File: src/rtl/ps2_host_tx.sv
// PS/2 host-to-device transmitter: inhibit, request-to-send, shift on device clocks, ACK check.
// Optional PS2Clk deglitcher enabled by defining PS2_HOST_TX_FILTER_EN.
module ps2_host_tx #(
    parameter int unsigned INHIBIT_CYCLES = 10000,
    parameter int unsigned TIMEOUT_CYCLES = 1500000
`ifdef PS2_HOST_TX_FILTER_EN
    ,
    parameter int unsigned FILTER_LEN = 8
`endif
) (
    input  logic       clk,
    input  logic       reset,
    input  logic [7:0] tx_data,
    input  logic       tx_valid,
    output logic       tx_ready,
    input  logic       PS2Clk,
    input  logic       PS2Data,
    output logic       ps2_clk_low,
    output logic       ps2_data_low,
    output logic       busy,
    output logic       tx_done,
    output logic       tx_error
);

    localparam int unsigned IW = (INHIBIT_CYCLES > 1) ? $clog2(INHIBIT_CYCLES) : 1;
    localparam int unsigned TW = (TIMEOUT_CYCLES > 1) ? $clog2(TIMEOUT_CYCLES) : 1;

    typedef enum logic [2:0] {IDLE, INHIBIT, REQ, SHIFT, ACK, WAIT_IDLE} state_t;

    state_t        state_q;
    logic [1:0]    clk_sync_q;
    logic [1:0]    data_sync_q;
    logic          clk_prev_q;
    logic          clk_s;
    logic          data_s;
    logic          edge_src;
    logic          fe;
    logic [9:0]    shift_q;
    logic [3:0]    bit_cnt_q;
    logic [IW-1:0] inh_cnt_q;
    logic [TW-1:0] tmo_q;
    logic          tmo_last;
    logic          clk_low_q;
    logic          data_low_q;
    logic          done_q;
    logic          err_q;

    // Lines idle high, so synchronisers reset to 1 to avoid a false edge out of reset.
    always_ff @(posedge clk) begin
        if (reset) begin
            clk_sync_q  <= '1;
            data_sync_q <= '1;
        end else begin
            clk_sync_q  <= {clk_sync_q[0], PS2Clk};
            data_sync_q <= {data_sync_q[0], PS2Data};
        end
    end

    assign clk_s  = clk_sync_q[1];
    assign data_s = data_sync_q[1];

`ifdef PS2_HOST_TX_FILTER_EN
    localparam int unsigned FW = (FILTER_LEN > 1) ? $clog2(FILTER_LEN) : 1;

    logic          filt_q;
    logic [FW-1:0] filt_cnt_q;

    always_ff @(posedge clk) begin
        if (reset) begin
            filt_q     <= 1'b1;
            filt_cnt_q <= '0;
        end else if (clk_s == filt_q) begin
            filt_cnt_q <= '0;
        end else if (filt_cnt_q == FW'(FILTER_LEN - 1)) begin
            filt_q     <= clk_s;
            filt_cnt_q <= '0;
        end else begin
            filt_cnt_q <= filt_cnt_q + 1'b1;
        end
    end

    assign edge_src = filt_q;
`else
    assign edge_src = clk_s;
`endif

    always_ff @(posedge clk) begin
        if (reset) clk_prev_q <= 1'b1;
        else       clk_prev_q <= edge_src;
    end

    assign fe       = clk_prev_q & ~edge_src;
    assign tmo_last = (tmo_q == TW'(TIMEOUT_CYCLES - 1));

    always_ff @(posedge clk) begin
        if (reset) begin
            state_q    <= IDLE;
            shift_q    <= '0;
            bit_cnt_q  <= '0;
            inh_cnt_q  <= '0;
            tmo_q      <= '0;
            clk_low_q  <= 1'b0;
            data_low_q <= 1'b0;
            done_q     <= 1'b0;
            err_q      <= 1'b0;
        end else begin
            done_q <= 1'b0;
            err_q  <= 1'b0;
            case (state_q)
                IDLE: begin
                    clk_low_q  <= 1'b0;
                    data_low_q <= 1'b0;
                    if (tx_valid) begin
                        shift_q   <= {1'b1, ~^tx_data, tx_data};
                        inh_cnt_q <= '0;
                        clk_low_q <= 1'b1;
                        state_q   <= INHIBIT;
                    end
                end
                INHIBIT: begin
                    if (inh_cnt_q == IW'(INHIBIT_CYCLES - 1)) begin
                        data_low_q <= 1'b1;
                        state_q    <= REQ;
                    end else begin
                        inh_cnt_q <= inh_cnt_q + 1'b1;
                    end
                end
                REQ: begin
                    clk_low_q <= 1'b0;
                    bit_cnt_q <= '0;
                    tmo_q     <= '0;
                    state_q   <= SHIFT;
                end
                SHIFT: begin
                    if (fe) begin
                        // Stop bit is shift_q[9]=1, so the last edge releases data.
                        data_low_q <= ~shift_q[bit_cnt_q];
                        bit_cnt_q  <= bit_cnt_q + 4'd1;
                        tmo_q      <= '0;
                        if (bit_cnt_q == 4'd9) state_q <= ACK;
                    end else if (tmo_last) begin
                        clk_low_q  <= 1'b0;
                        data_low_q <= 1'b0;
                        err_q      <= 1'b1;
                        state_q    <= IDLE;
                    end else begin
                        tmo_q <= tmo_q + 1'b1;
                    end
                end
                ACK: begin
                    if (fe) begin
                        tmo_q <= '0;
                        if (!data_s) begin
                            state_q <= WAIT_IDLE;
                        end else begin
                            err_q   <= 1'b1;
                            state_q <= IDLE;
                        end
                    end else if (tmo_last) begin
                        clk_low_q  <= 1'b0;
                        data_low_q <= 1'b0;
                        err_q      <= 1'b1;
                        state_q    <= IDLE;
                    end else begin
                        tmo_q <= tmo_q + 1'b1;
                    end
                end
                WAIT_IDLE: begin
                    if (clk_s && data_s) begin
                        done_q  <= 1'b1;
                        state_q <= IDLE;
                    end else if (tmo_last) begin
                        clk_low_q  <= 1'b0;
                        data_low_q <= 1'b0;
                        err_q      <= 1'b1;
                        state_q    <= IDLE;
                    end else begin
                        tmo_q <= tmo_q + 1'b1;
                    end
                end
                default: begin
                    clk_low_q  <= 1'b0;
                    data_low_q <= 1'b0;
                    state_q    <= IDLE;
                end
            endcase
        end
    end

    assign tx_ready     = (state_q == IDLE);
    assign busy         = (state_q != IDLE);
    assign ps2_clk_low  = clk_low_q;
    assign ps2_data_low = data_low_q;
    assign tx_done      = done_q;
    assign tx_error     = err_q;

endmodule
File: config.mk
export PLATFORM = sky130hd
export DESIGN_NAME = ps2_host_tx
export DESIGN_NICKNAME = d
export VERILOG_FILES = /design/src/rtl/ps2_host_tx.sv
export SDC_FILE = /design/constraint.sdc
export NUM_CORES = 1
export LEC_CHECK = 0
export BUFFER_PORTS_ARGS = -buffer_cell sky130_fd_sc_hd__buf_4
export CORE_MARGIN = 3
export CORE_UTILIZATION = 60
export DETAILED_ROUTE_END_ITERATION = 8
export GPL_TIMING_DRIVEN = 0
export PLACE_DENSITY = 0.79
export SYNTH_ARGS = -nofsm -noshare
export SYNTH_HDL_FRONTEND = slang
export SYNTH_SLANG_ARGS = --single-unit
File: constraint.sdc
create_clock -name clk -period 2.9 [get_ports clk]
set_clock_uncertainty 0.1 [all_clocks]
set_input_delay 0.29 -clock clk [delete_from_list [all_inputs] [get_ports clk]]
set_output_delay 0.29 -clock clk [all_outputs]
set_load 0.01 [all_outputs]
# Word-level counts from Yosys, hierarchy flattened
# Index checks and enable logic that the tools add are counted.
[op_classes]
n_addsub = 3
magnitude_cmp = 1
eq_ne = 16
mux = 38
n_bitwise = 6
reduce_logical = 16
[op_table]
columns = ["operator", "count"]
rows = [
  ["21-bit two-way mux", 3],
  ["21-bit one-hot mux with 3 select lines", 1],
  ["14-bit two-way mux", 2],
  ["14-bit one-hot mux with 2 select lines", 1],
  ["3-bit two-way mux", 8],
  ["21-bit by 1-bit adder with 21-bit output, second input constant", 1],
  ["21-bit equality test, second input constant", 1],
  ["3-bit one-hot mux with 6 select lines", 1],
  ["1-bit two-way mux", 16],
  ["14-bit by 1-bit adder with 14-bit output, second input constant", 1],
  ["14-bit equality test, second input constant", 1],
  ["2-bit != test, second input constant", 7],
  ["3-bit AND reduction", 3],
  ["4-bit one-hot mux with 2 select lines", 1],
  ["8-bit XNOR reduction", 1],
  ["3-bit by 2-bit equality test with 1-bit output, second input constant", 2],
  ["3-bit equality test, second input constant", 2],
  ["2-bit AND reduction", 3],
  ["3-bit nonzero test", 2],
  ["4-bit by 5-bit less-than comparator with 1-bit output, second input constant", 1],
  ["1-bit inverter", 5],
  ["1-bit one-hot mux with 5 select lines", 1],
  ["4-bit by 1-bit adder with 4-bit output, second input constant", 1],
  ["1-bit binary-select mux with 4-bit select", 1],
  ["12 further kinds", 14],
]
[word_totals]
register_bits = 61
input_bits = 13
output_inout_bits = 6
elab_cells = 92

# Logic depth before layout (Yosys ltp)
# Gate-level depths: netlist of run 1.
[logic_depth]
depth_word = 5
depth_mapped = 8
depth_no_buf = 8

# Worst setup path after synthesis of run 1
# Ideal clock, no wire load.
[synth_timing]
kind = "register to register"
start = "register tmo_q[0]"
end = "register tmo_q[18]"
setup_time_ps = 128
arrival_time_ps = 1919
required_ps = 2672
path_slack_ps = 753
stages_incl_launch_ff = 9
n_path_buf = 1
synth_period_minus_slack_ps = 2147
cell_sequence = "dfxtp_1 -> ha_1 -> nand4_1 -> or4_1 -> o21ai_1 -> buf_2 -> nor4_1 -> xnor2_1 -> nor2_1"
[synth_via]
elab_chain_len = 4
word_cells_on_any_way = 6
classes_between = "add/sub (1); eq/ne (1); mux (4)"
[synth_rtl]
columns = ["element", "line_no", "rtl"]
rows = [
  ["from (decl)", "41", "logic [TW-1:0] tmo_q;"],
  ["from (signal assigned)", "147", "tmo_q <= tmo_q + 1'b1;"],
  ["from (signal assigned)", "165", "tmo_q <= tmo_q + 1'b1;"],
  ["from (signal assigned)", "178", "tmo_q <= tmo_q + 1'b1;"],
  ["21-bit by 1-bit adder with 21-bit output / 21-bit equality test (equally long branches)", "-", ""],
  ["21-bit two-way mux (*)", "141, 159, 172", ""],
  ["21-bit two-way mux, on equally long branches", "169, 135", ""],
  ["21-bit one-hot mux with 3 select lines (*)", "109", "case (state_q)"],
]
# Mark *: on every way between the ends. The rest lies on a longest branch, timed or not. The select of a mux whose other input is x is not followed.
# A chain may end at the register's enable or synchronous reset.

# Worst setup path after layout of run 1
[layout_timing]
start = "register tmo_q[0]"
end = "register tmo_q[17]"
# The elaborated chain is that of the path after synthesis.

==> results of run 1 <==
-- final cells by class --
type	instances	area, um^2	share of cell area, %
multi-input combinational	290	1750	49.7
buffer	21	97.6	2.78
inverter	8	30.0	0.855
sequential	61	1220	34.8
timing repair buffer	18	135	3.85
clock inverter	3	45.0	1.28
clock buffer	12	155	4.42
tap	67	83.8	2.39
-- worst max path at each step --
stage | from | end | cells past startpoint
floorplan | tmo_q[0]$_SDFFE_PP0P_ | tmo_q[18]$_SDFFE_PP0P_ | 8
global placement | tmo_q[0]$_SDFFE_PP0P_ | tmo_q[15]$_SDFFE_PP0P_ | 7
detailed placement | tmo_q[0]$_SDFFE_PP0P_ | tmo_q[15]$_SDFFE_PP0P_ | 7
CTS | tmo_q[0]$_SDFFE_PP0P_ | tmo_q[17]$_SDFFE_PP0P_ | 7
global route | tmo_q[0]$_SDFFE_PP0P_ | tmo_q[19]$_SDFFE_PP0P_ | 7
finish | tmo_q[0]$_SDFFE_PP0P_ | tmo_q[17]$_SDFFE_PP0P_ | 7
-- sequential cells by signal, indices dropped and copies added (netlist names) --
signal and count:
ps2_clk_low 1, tx_error 1, tmo_q 21, data_sync_q 2, tx_done 1, clk_prev_q 1, ps2_data_low 1, clk_sync_q 2
inh_cnt_q 14, shift_q 10, bit_cnt_q 4, state_q 3
-- critical path, stage by stage (launching register included) --
cell	delay, ns
dfxtp_1	0.36
ha_1	0.17
nand4_1	0.31
or4_1	0.66
o211ai_2	0.41
nor4_1	0.13
xnor2_1	0.16
nor2_1	0.06
-- cells in the final DEF, fill, tap and decap left out, types with 2 or more instances in the layout --
master      netlist  layout
a22oi_1           4       4
or3_1             5       5
ha_1              4       4
nor2b_1           3       3
nor2_1           51      51
a21oi_1          19      19
mux4_2            2       2
nand4_1           6       6
o21ai_0          15      15
clkbuf_8          0      11
nor3b_1           4       4
nand2_1          50      50
nor4_1           12      12
nor3_1           13      13
or4_1             2       2
buf_4             2      20
nor4b_1           4       4
or2_2             7       7
mux2i_1           4       4
a21oi_2           2       2
nand3_1          11      11
inv_1             8       8
clkbuf_1         14      15
and3_1            3       3
buf_2             3       3
o21a_1            2       2
and2_1            4       4
dfxtp_1          61      61
nand2b_1          7       7
xor2_1            4       4
xnor2_1          32      32
clkinvlp_4        0       2
-- power by group through the flow --
stage / sequential (W) / combinational [W] / clock, W
floorplan: 0.000948 / 0.000477 / 0
global placement: 0.000956 / 0.000643 / 0
detailed placement: 0.000957 / 0.000648 / 0
CTS: 0.000939 / 0.000653 / 0.000773
global route: 0.000949 / 0.000729 / 0.000813
finish: 0.000939 / 0.000657 / 0.000761
-- metal layers --
layer	global-route usage [%]	up-vias
met5	0	-
met4	7.65	0
met3	6.96	4
met2	39.2	74
met1	29.8	1278
li1	-	1361
-- per-stage QoR --
| stage | total power, W | setup slack, ns |
|---|---|---|
| 2_1_floorplan | 0.00142 | 0.753 |
| 3_3_place_gp | 0.00160 | 0.450 |
| 3_5_place_dp | 0.00161 | 0.433 |
| 4_1_cts | 0.00237 | 0.409 |
| 5_1_grt | 0.00249 | 0.173 |
| 6_report | 0.00236 | 0.413 |
-- logic make-up after synthesis --
family | after synthesis
compound gates | 53
mux | 6
simple gates | 191
buf+inv | 29
fa+ha+maj | 4
flops | 61
xor+xnor | 36
==> flow_summary.toml, run 1 <==
[synthesis]
synth_top_area_cell = "dfxtp_1"
synth_top_cells_by_count = "61 x dfxtp_1, 51 x nor2_1, 50 x nand2_1"
synth_xor_area_share_pct = 10.2
synth_top_family_by_area = "simple AND/OR/NAND/NOR gates"
synth_area_um2 = 3090
synth_warnings = 0
synthTopCellsByArea = "dfxtp_1 39%, xnor2_1 9.1%, nor2_1 6.2%"
synth_fa_ha_area_share_pct = 1.62
synth_compound_area_share_pct = 10.4
synth-seq-cells = 61
synth.distinct_cells = 52
muxShareOfSynthArea_pct = 2.75
synthesis.nets = 397
synth_top_cell_area_share_pct = 39.5
syn_area_per_cell_um2 = 8.14
yosysMostFrequentCell = "dfxtp_1"
synth_edf_count = 0
yosys.area_share.simple_pct = 31.5
ys.flop_type = "dfxtp_1"
synthesis.instances = 380
ys_seq_area_share_pct = 39.5
synthArstFlopShare_pct = 0

[sta]
hold_slack_ns = 0.0370
period_share_pct = 85.8
slew_headroom_pct = 64.6
period_minus_slack_ns = 2.49
max_freq_mhz = 402
tns_ns = 0
grt_setup_unrepaired = "false"
worst_pin_slew_ns = 0.531
maxSlewViolCount = 0
hold_violations = 0
finalSetupViolCount = 0

[critical_path]
worst-setup-path-type = "reg -> reg"
ff2ff_path_depth = 7
start_kind = "flip-flop"
rrSetupSlack_ns = 0.41
cp_max_fo = 10
r2r-end = "tmo_q[17]$_SDFFE_PP0P_"
reg2reg_from = "tmo_q[0]$_SDFFE_PP0P_"
cp.required_ns = 3.00
arrival_ns = 2.59
cp-end-kind = "flip-flop"

[hold_path]
worstHoldStart = "PS2Data"
hold_path_depth = 2
hold_path_end = "data_sync_q[0]$_SDFF_PP1_"
hold_class = "in -> reg"

[place]
dp_hpwl_mm = 4.58
place_area_um2 = 3310
dpl.cell_count = 465
gp_congestion = 0.901
io_buffers = 18

[power_and_ir_drop]
ir_drop_uv = 409
power_switching_w = 0.000765
p_leak_nw = 1.20
power.internal_w = 0.00159
seqPwrFrac_pct = 39.9
comb_power_share_pct = 27.9
power.density_nw_per_um2 = 671
switching_share_pct = 32.4
p_clk_share_pct = 32.3

[grt]
grt_pass1_wl_mm = 11.7
grt_overflow = 0
grt_max_degree = 11
grt_pass1_vias = 2575
antenna_found_initial = 0
gr-usage-all-layers_pct = 23.8

[clock_tree]
cts_tree = "done"
numClockSinks = 61
post_cts_resized = 0
ctsHoldBuffers = 0
clk_pin_slew_ns = 0.07
cts_setup_buffers = 0
numCtsBuffers = 9
htreeDepth = 3
clk_latency_ns = 0.33
clock_path_buffers = 2
root_buffer = "clkbuf_8"

[finish]
area_growth_pct = 13.5
drive_gt1_share_pct = 13.3
fin_cells = 480
fin_util_pct = 72.5
n_antenna_cell = 0
nets = 426
fin_area_um2 = 3510
fillers = 384

[floorplan]
die_w_um = 77.8
die_y_um = 77.8
num_io_pins = 19
start_util_pct = 63.8
placementRows = 25
die-area_um2 = 6050
core_area_um2 = 4850

[status]
status = "finished clean"

[detailed_routing]
avgViaCountPerCell = 5.66
first_pass_iters = 4
ant_nets = 0
vias = 2717
topRoutingLayerUsed = "met4"
drtIter0Drc = 188
met3_length_um = 333
drt-total-wl_mm = 6.61
wl_per_cell_um = 13.8
wl_met2_mm = 3.23
drcViolationCount = 0
wl_met1_mm = 3.00

[run]
cap_violations = 0
Note: power is estimated with default switching activity, not from simulation.
==> inputs of run 2 (changes only) <==
--- a/config.mk
+++ b/config.mk
@@ -5,12 +5,16 @@
 export SDC_FILE = /design/constraint.sdc
 export NUM_CORES = 1
 export LEC_CHECK = 0
+export ABC_AREA = 0
 export BUFFER_PORTS_ARGS = -buffer_cell sky130_fd_sc_hd__buf_4
+export CELL_PAD_IN_SITES_DETAIL_PLACEMENT = 0
+export CELL_PAD_IN_SITES_GLOBAL_PLACEMENT = 1
 export CORE_MARGIN = 3
-export CORE_UTILIZATION = 60
+export CORE_UTILIZATION = 45
 export DETAILED_ROUTE_END_ITERATION = 8
 export GPL_TIMING_DRIVEN = 0
-export PLACE_DENSITY = 0.79
+export PLACE_DENSITY_LB_ADDON = 0.1
+export RECOVER_POWER = 50
 export SYNTH_ARGS = -nofsm -noshare
 export SYNTH_HDL_FRONTEND = slang
 export SYNTH_SLANG_ARGS = --single-unit
==> run 2 against run 1 <==
Against the previous run: critical path depth stayed put; clock power is 4.3% higher; via count is 3.9% lower; worst hold slack hardly changed; wire length is 0.91% higher; utilization is 19 points lower; first-iteration DRC count is 31% lower; total power is 0.56% lower; cell count is 2.3% higher; register-to-register slack worse by 0.09 ns.
==> flow_summary.toml, run 2 (synthesis results as in run 1) <==
[detailed_routing]
first_pass_iters = 4
drcViolationCount = 0
drt-total-wl_mm = 6.67
avgViaCountPerCell = 5.32
wl_per_cell_um = 13.6
vias = 2610
ant_nets = 0
drtIter0Drc = 129

[finish]
fin_cells = 491
drive_gt1_share_pct = 11.1
area_growth_pct = 13.0
n_antenna_cell = 0
multi_input_area_um2 = 1740
fin_util_pct = 53.8
final_common_cell = "dfxtp_1"
regMostFlops = "tmo_q"
regArea_um2 = 1220
final_cell_mix = "61 x dfxtp_1, 51 x nor2_1, 50 x nand2_1"
top_regs = "tmo_q (21), inh_cnt_q (14), shift_q (10)"
largest_register_ffs = 21
fillers = 656
nets = 426

[power_and_ir_drop]
power.internal_w = 0.00159
p_clk_share_pct = 33.9
power.density_nw_per_um2 = 670
ir_drop_uv = 437
p_leak_nw = 1.17
comb_power_share_pct = 26.1
seqPwrFrac_pct = 40.0
switching_share_pct = 32.3
power_switching_w = 0.000757

[sta]
grt_setup_unrepaired = "false"
period_minus_slack_ns = 2.58
period_share_pct = 88.8
maxSlewViolCount = 0
max_freq_mhz = 388
hold_violations = 0
worst_pin_slew_ns = 0.517
finalSetupViolCount = 0
hold_slack_ns = 0.0373
tns_ns = 0
slew_headroom_pct = 65.6

[hold_path]
hold_class = "in -> reg"
hold_path_end = "data_sync_q[0]$_SDFF_PP1_"
worstHoldStart = "PS2Data"
hold_path_depth = 2

[critical_path]
rrSetupSlack_ns = 0.32
ff2ff_path_depth = 7
cp_max_fo = 10
start_kind = "flip-flop"
reg2reg_from = "tmo_q[0]$_SDFFE_PP0P_"
worst-setup-path-type = "reg -> reg"
cp.required_ns = 3.01
cp-end-kind = "flip-flop"
arrival_ns = 2.69
r2r-end = "tmo_q[17]$_SDFFE_PP0P_"

[run]
cap_violations = 0

[place]
gp_congestion = 0.876
io_buffers = 18
dp_hpwl_mm = 4.71
dpl.cell_count = 475

[clock_tree]
htreeDepth = 3
root_buffer = "clkbuf_8"
numClockSinks = 61
cts_tree = "done"
clk_latency_ns = 0.34
cts_setup_buffers = 0
clock_path_buffers = 2
post_cts_resized = 0
ctsHoldBuffers = 0
clk_pin_slew_ns = 0.07
numCtsBuffers = 9

[grt]
grt_pass1_wl_mm = 11.4
grt_max_degree = 11
antenna_found_initial = 0
grt_overflow = 0
grt_pass1_vias = 2482
gr-usage-all-layers_pct = 18.9

[floorplan]
die_w_um = 88.9
start_util_pct = 47.6
die_y_um = 88.9
die-area_um2 = 7910
core_area_um2 = 6490
num_io_pins = 19
placementRows = 29

[status]
status = "finished clean"
==> run 2: changes by cell type in the layout (fill, tap and decap cells not counted), sizes merged <==
cell / before / now
clkbuf: 26 / 35
buf: 25 / 17
clkinv: 0 / 1
clkinvlp: 2 / 1
==> run 2: worst max path at each step <==
stage	from	end	depth (start not counted)
floorplan	tmo_q[0]$_SDFFE_PP0P_	tmo_q[18]$_SDFFE_PP0P_	8
global placement	tmo_q[0]$_SDFFE_PP0P_	tmo_q[17]$_SDFFE_PP0P_	7
detailed placement	tmo_q[0]$_SDFFE_PP0P_	tmo_q[17]$_SDFFE_PP0P_	7
CTS	tmo_q[0]$_SDFFE_PP0P_	tmo_q[17]$_SDFFE_PP0P_	7
global route	tmo_q[0]$_SDFFE_PP0P_	tmo_q[18]$_SDFFE_PP0P_	8
finish	tmo_q[0]$_SDFFE_PP0P_	tmo_q[17]$_SDFFE_PP0P_	7
==> run 2: routing by layer <==
layer | track usage [%] | routed length (um) | vias to the layer above
met2 | 29.3 | 2840 | 41
met3 | 6.73 | 302 | 9
met4 | 6.04 | 86 | 0
met1 | 24.5 | 3440 | 1189
li1 | - | - | 1371
met5 | 0 | 0 | -
==> run 2: worst max-delay path, stage by stage (launching register included) <==
cell      delay (ns)
dfxtp_1         0.37
ha_1            0.19
nand4_1         0.35
or4_1           0.67
o211ai_2        0.43
nor4_1          0.13
xnor2_1         0.16
nor2_1          0.05
==> run 2: power groups by stage <==
stage | registers [W] | clock network, W | logic, W
after global routing | 0.000948 | 0.000863 | 0.000684
after floorplan | 0.000948 | 0 | 0.000477
after CTS | 0.000938 | 0.000822 | 0.000651
after detailed placement | 0.000957 | 0 | 0.000649
final | 0.000938 | 0.000794 | 0.000611
after global placement | 0.000956 | 0 | 0.000651
==> run 2: layout make-up <==
class                      instances  area share [%]
tap                               77            2.76
sequential                        61            34.9
buffer                            21            2.58
multi-input combinational        290            49.7
inverter                           8           0.859
clock inverter                     3            1.22
timing repair buffer              18            3.11
clock buffer                      13            4.83
==> run 2: per-stage QoR <==
| stage | area, um^2 | worst slack (ns) | power (W) |
|---|---|---|---|
| finish | 3500 | 0.324 | 0.00234 |
| global route | 3500 | 0.0805 | 0.00249 |
| CTS | 3540 | 0.325 | 0.00241 |
| detailed placement | 3330 | 0.338 | 0.00161 |
| global placement | 3330 | 0.365 | 0.00161 |
| floorplan | 3090 | 0.753 | 0.00142 |
